File: src/rtl/mem_arbiter.sv
// rtl/mem_arbiter.sv - fetch/data arbiter for the shared single-port memory, one transaction outstanding
// Optional fetch starvation guard: define MEM_ARB_STARVE_GUARD_EN.
module mem_arbiter #(
    parameter int ADDR_WIDTH   = 32,
    parameter int DATA_WIDTH   = 32,
    parameter int STARVE_LIMIT = 4
) (
    input  logic                    clk,
    input  logic                    rst,
    input  logic                    if_req,
    input  logic [ADDR_WIDTH-1:0]   if_addr,
    output logic                    if_gnt,
    output logic                    if_rvalid,
    output logic [DATA_WIDTH-1:0]   if_rdata,
    input  logic                    d_req,
    input  logic                    d_we,
    input  logic [ADDR_WIDTH-1:0]   d_addr,
    input  logic [DATA_WIDTH-1:0]   d_wdata,
    input  logic [DATA_WIDTH/8-1:0] d_be,
    output logic                    d_gnt,
    output logic                    d_rvalid,
    output logic [DATA_WIDTH-1:0]   d_rdata,
    output logic                    mem_req,
    output logic                    mem_we,
    output logic [ADDR_WIDTH-1:0]   mem_addr,
    output logic [DATA_WIDTH-1:0]   mem_wdata,
    output logic [DATA_WIDTH/8-1:0] mem_be,
    input  logic                    mem_gnt,
    input  logic                    mem_rvalid,
    input  logic [DATA_WIDTH-1:0]   mem_rdata
);

    typedef enum logic [1:0] {
        IDLE    = 2'd0,
        WAIT_IF = 2'd1,
        WAIT_D  = 2'd2
    } state_e;

    state_e state_q;
    logic   idle;
    logic   force_if;
    logic   sel_if;
    logic   sel_d;

`ifdef MEM_ARB_STARVE_GUARD_EN
    localparam int CW = $clog2(STARVE_LIMIT + 1);

    logic [CW-1:0] starve_q;
    logic [CW-1:0] starve_d;

    assign force_if = (starve_q == CW'(STARVE_LIMIT));

    // Counts data grants that overtook a waiting fetch; any gap in if_req restarts it.
    always_comb begin
        starve_d = starve_q;
        if (!if_req || if_gnt) begin
            starve_d = '0;
        end else if (d_gnt) begin
            starve_d = starve_q + CW'(1);
        end
    end

    always_ff @(posedge clk) begin
        if (rst) begin
            starve_q <= '0;
        end else begin
            starve_q <= starve_d;
        end
    end
`else
    logic starve_limit_unused;
    assign starve_limit_unused = (STARVE_LIMIT > 0);
    assign force_if            = 1'b0;
`endif

    // All outputs are forced low while rst is asserted, hence rst in every term.
    always_comb begin
        idle   = !rst && (state_q == IDLE);
        sel_if = idle && if_req && (!d_req || force_if);
        sel_d  = idle && d_req && !sel_if;

        mem_req   = sel_if || sel_d;
        mem_we    = sel_d && d_we;
        mem_addr  = '0;
        mem_wdata = '0;
        mem_be    = '0;
        if (sel_d) begin
            mem_addr  = d_addr;
            mem_wdata = d_wdata;
            mem_be    = d_be;
        end else if (sel_if) begin
            mem_addr  = if_addr;
            mem_be    = '1;
        end

        if_gnt    = sel_if && mem_gnt;
        d_gnt     = sel_d && mem_gnt;
        if_rvalid = !rst && mem_rvalid && (state_q == WAIT_IF);
        d_rvalid  = !rst && mem_rvalid && (state_q == WAIT_D);
        if_rdata  = if_rvalid ? mem_rdata : '0;
        d_rdata   = d_rvalid ? mem_rdata : '0;
    end

    // A response arriving in IDLE (stray or from an abandoned transaction) is ignored.
    always_ff @(posedge clk) begin
        if (rst) begin
            state_q <= IDLE;
        end else begin
            case (state_q)
                IDLE: begin
                    if (if_gnt) begin
                        state_q <= WAIT_IF;
                    end else if (d_gnt) begin
                        state_q <= WAIT_D;
                    end
                end
                WAIT_IF, WAIT_D: begin
                    if (mem_rvalid) begin
                        state_q <= IDLE;
                    end
                end
                default: state_q <= IDLE;
            endcase
        end
    end

endmodule
File: config.mk
export PLATFORM = sky130hd
export DESIGN_NAME = mem_arbiter
export DESIGN_NICKNAME = d
export VERILOG_FILES = /design/src/rtl/mem_arbiter.sv
export SDC_FILE = /design/constraint.sdc
export NUM_CORES = 1
export LEC_CHECK = 0
export CAP_MARGIN = 0
export CORE_AREA = 4 4 105 107
export DETAILED_ROUTE_END_ITERATION = 7
export DIE_AREA = 0 0 109 111
export PLACE_DENSITY_LB_ADDON = 0.15
export SYNTH_ARGS = -nofsm -noshare
export SYNTH_HDL_FRONTEND = slang
export SYNTH_SLANG_ARGS = --single-unit
export TNS_END_PERCENT = 5
File: constraint.sdc
create_clock -name clk -period 1.5 [get_ports clk]
set_input_delay 0.45 -clock clk [delete_from_list [all_inputs] [get_ports clk]]
set_output_delay 0.45 -clock clk [all_outputs]
set_load 0.02 [all_outputs]
==> results_dict.tcl <==
set metrics [dict create \
    htreeDepth 1 \
    worst_pin_slew_ns 0.277 \
    gp_congestion 0.833 \
    yosys-top-cells-area "and2_1 (49%), a22o_1 (22%), buf_6 (5.4%)" \
    nets 608 \
    hold_end "state_q[1]" \
    synthesis.area_um2 1250 \
    row_count 37 \
    synth_most_common_cell "and2_1" \
    crit_chain "inv_2, ha_4, and3b_2, buf_6, buf_16, a22o_4, buf_6" \
    root_buffer "clkbuf_8" \
    holdBufCountCts 0 \
    max_stage_delay_ns 0.32 \
    max_freq_mhz 482 \
    yosys_warnings 0 \
    ir_worst_vdd_mv 0.284 \
    hold_path.class "input pin to flip-flop" \
    design_area_um2 5020 \
    critPathMostFrequentCell "buf_6" \
    clk_pin_slew_ns 0.03 \
    io_buffers 276 \
    vias 2435 \
    antenna_cells 0 \
    layout_setup_ws_ns -0.574 \
    synth_top_flop_cell "dfxtp_1" \
    largest_register "state_q" \
    synth_fp_nets 315 \
    placed_area_um2 4520 \
    ios 277 \
    hold_viol 0 \
    wl_per_cell_um 16.5 \
    fin_crit_sh_pct 138 \
    reg_top3 "state_q (2)" \
    die_area_um2 12100 \
    r2r_end "state_q[0]" \
    grt_pass1_wl_um 14100 \
    areaGrowthSynthToFinish_pct 300 \
    power.density_nw_per_um2 299 \
    synth_top_area_share_pct 49.4 \
    power_leakage_nw 2.40 \
    synth_largest_area_cell "and2_1" \
    initial_utilization_pct 12.4 \
    critPathCaptureType "primary output" \
    synth_common_cells "and2_1 (99), a22o_1 (32), buf_2 (7)" \
    grt_use_total_pct 14.5 \
    cts_made_buffers 3 \
    syn-instance-count 173 \
    rrSetupSlack_ns 0.13 \
    place_ws_ns -1.26 \
    max_slew_margin_pct 81.3 \
    drv_slew 0 \
    die_w_um 109 \
    setup_violations 138 \
    grt_max_degree 20 \
    postRouteAntennaNets 0 \
    firstDrtPassIters 4 \
    wl_um 9870 \
    tns_ns -69.47 \
    avgViaCountPerCell 4.06 \
    power.total_mw 1.50 \
    die_h_um 111 \
    start_kind "flip-flop" \
    postSynthAreaPerCell_um2 7.25 \
    min_path_cells 3 \
    synth_edf_count 0 \
    timing.final.crit_period_ns 2.07 \
    cts_tree "done" \
    worstPathArrival_ns 1.62 \
    hold_slack_ns 0.548 \
    min_from "rst" \
    ff2ff_path_depth 7 \
    yosysSeqAreaShare_pct 3.19 \
    slowest_stage "dfxtp_2" \
    ys_seq_elements 2 \
    core_area_um2 10100 \
    cp_top_family "buffers and inverters" \
    critPathRequiredTime_ns 1.05 \
    cp_num_buf_inv 4 \
    path_max_fanout 10 \
    drive_gt1_share_pct 60.8 \
    place_inst 583 \
    drtIter0Drc 47 \
    ys_types 21 \
    finClkSkew_ns 0.00217 \
    drc 0 \
    gr-total-overflow 0 \
    largest_register_ff_count 2 \
    r2r_start "state_q[0]" \
    first_global_vias 2476 \
    violations "negative setup slack" \
    outcome "finished with violations" \
    cts.sinks 2 \
    insertion_delay_ns 0.21 \
    async_flop_share_pct 0 \
    dp.final_hpwl_um 7580 \
    rsz0062_at_grt "true" \
    final_cell_count_no_fill 600 \
    worstSetupPathType "flip-flop to primary output" \
    cap_violations 0 \
    antenna_found_initial 0 \
    fin_util_pct 49.5 \
    cts_buffer_depth 2 \
]
==> worst register-to-register path, stage by stage (launching register included) <==
cell and delay (ns):
dfxtp_2 0.31, inv_2 0.07, ha_4 0.14, and4bb_4 0.28, buf_6 0.13, buf_6 0.12
o2111ai_1 0.11, o41ai_1 0.08
==> per-layer routing <==
layer	wire length (um)	global-route usage, %	part of all wire [%]	up-vias
li1	-	-	-	1179
met1	3210	15.3	33	1109
met2	5520	28.9	56	135
met3	999	3.32	10	12
met4	133	2.10	1.3	0
met5	0	0	0	-
==> power breakdown <==
| group | switching (mW) | internal, mW | leakage, nW |
|---|---|---|---|
| Combinational | 0.458 | 0.769 | 2.36 |
| Sequential | 0.00153 | 0.0567 | 0.0172 |
| Clock | 0.0449 | 0.170 | 0.0216 |
==> repair_timing <==
item	in CTS	in global routing
setup buffers	6	3
pin swaps	20	36
cloned	6	2
setup endpoints to repair	140	139
gates resized for setup	729	150
==> cell type report <==
type	instances	area, um^2
Fill cell	961	5110
Timing Repair Buffer	306	3210
Multi-Input combinational cell	151	1560
Tap cell	136	170
Sequential cell	2	42.5
Clock buffer	3	41.3
Inverter	2	7.51
==> worst max path at each step <==
stage               cells after the start  slack (ns)           end  startpoint
floorplan                               6       -0.19  mem_addr[20]  state_q[1]
global placement                        6       -1.24   d_rdata[23]         rst
detailed placement                      5       -1.26   mem_addr[9]       d_req
CTS                                     8       -0.66   mem_addr[7]  state_q[0]
global route                            7       -0.63  mem_addr[30]  state_q[0]
finish                                  7       -0.57  mem_addr[31]  state_q[0]
==> kinds of logic (layout without fill, tap and decap cells) <==
logic type / after synthesis / count (layout) / synth area share, %
AOI/OAI and AO/OA: 40 / 40 / 27.4
and+or+nand+nor: 108 / 108 / 55.2
adders and majority gates: 3 / 3 / 2.99
buffers and inverters: 20 / 311 / 11.2
DFF: 2 / 2 / 3.19
==> cell usage in the layout (no fill, tap or decap), types with 3 or more instances in the layout <==
cell	count
buf_12	8
clkbuf_8	3
buf_6	111
clkdlybuf4s50_1	134
a22o_4	32
and2_4	66
buf_2	20
and2_1	33
a21o_1	4
and3b_2	3
buf_4	24
No activity file was read; power rests on OpenSTA's default activity.
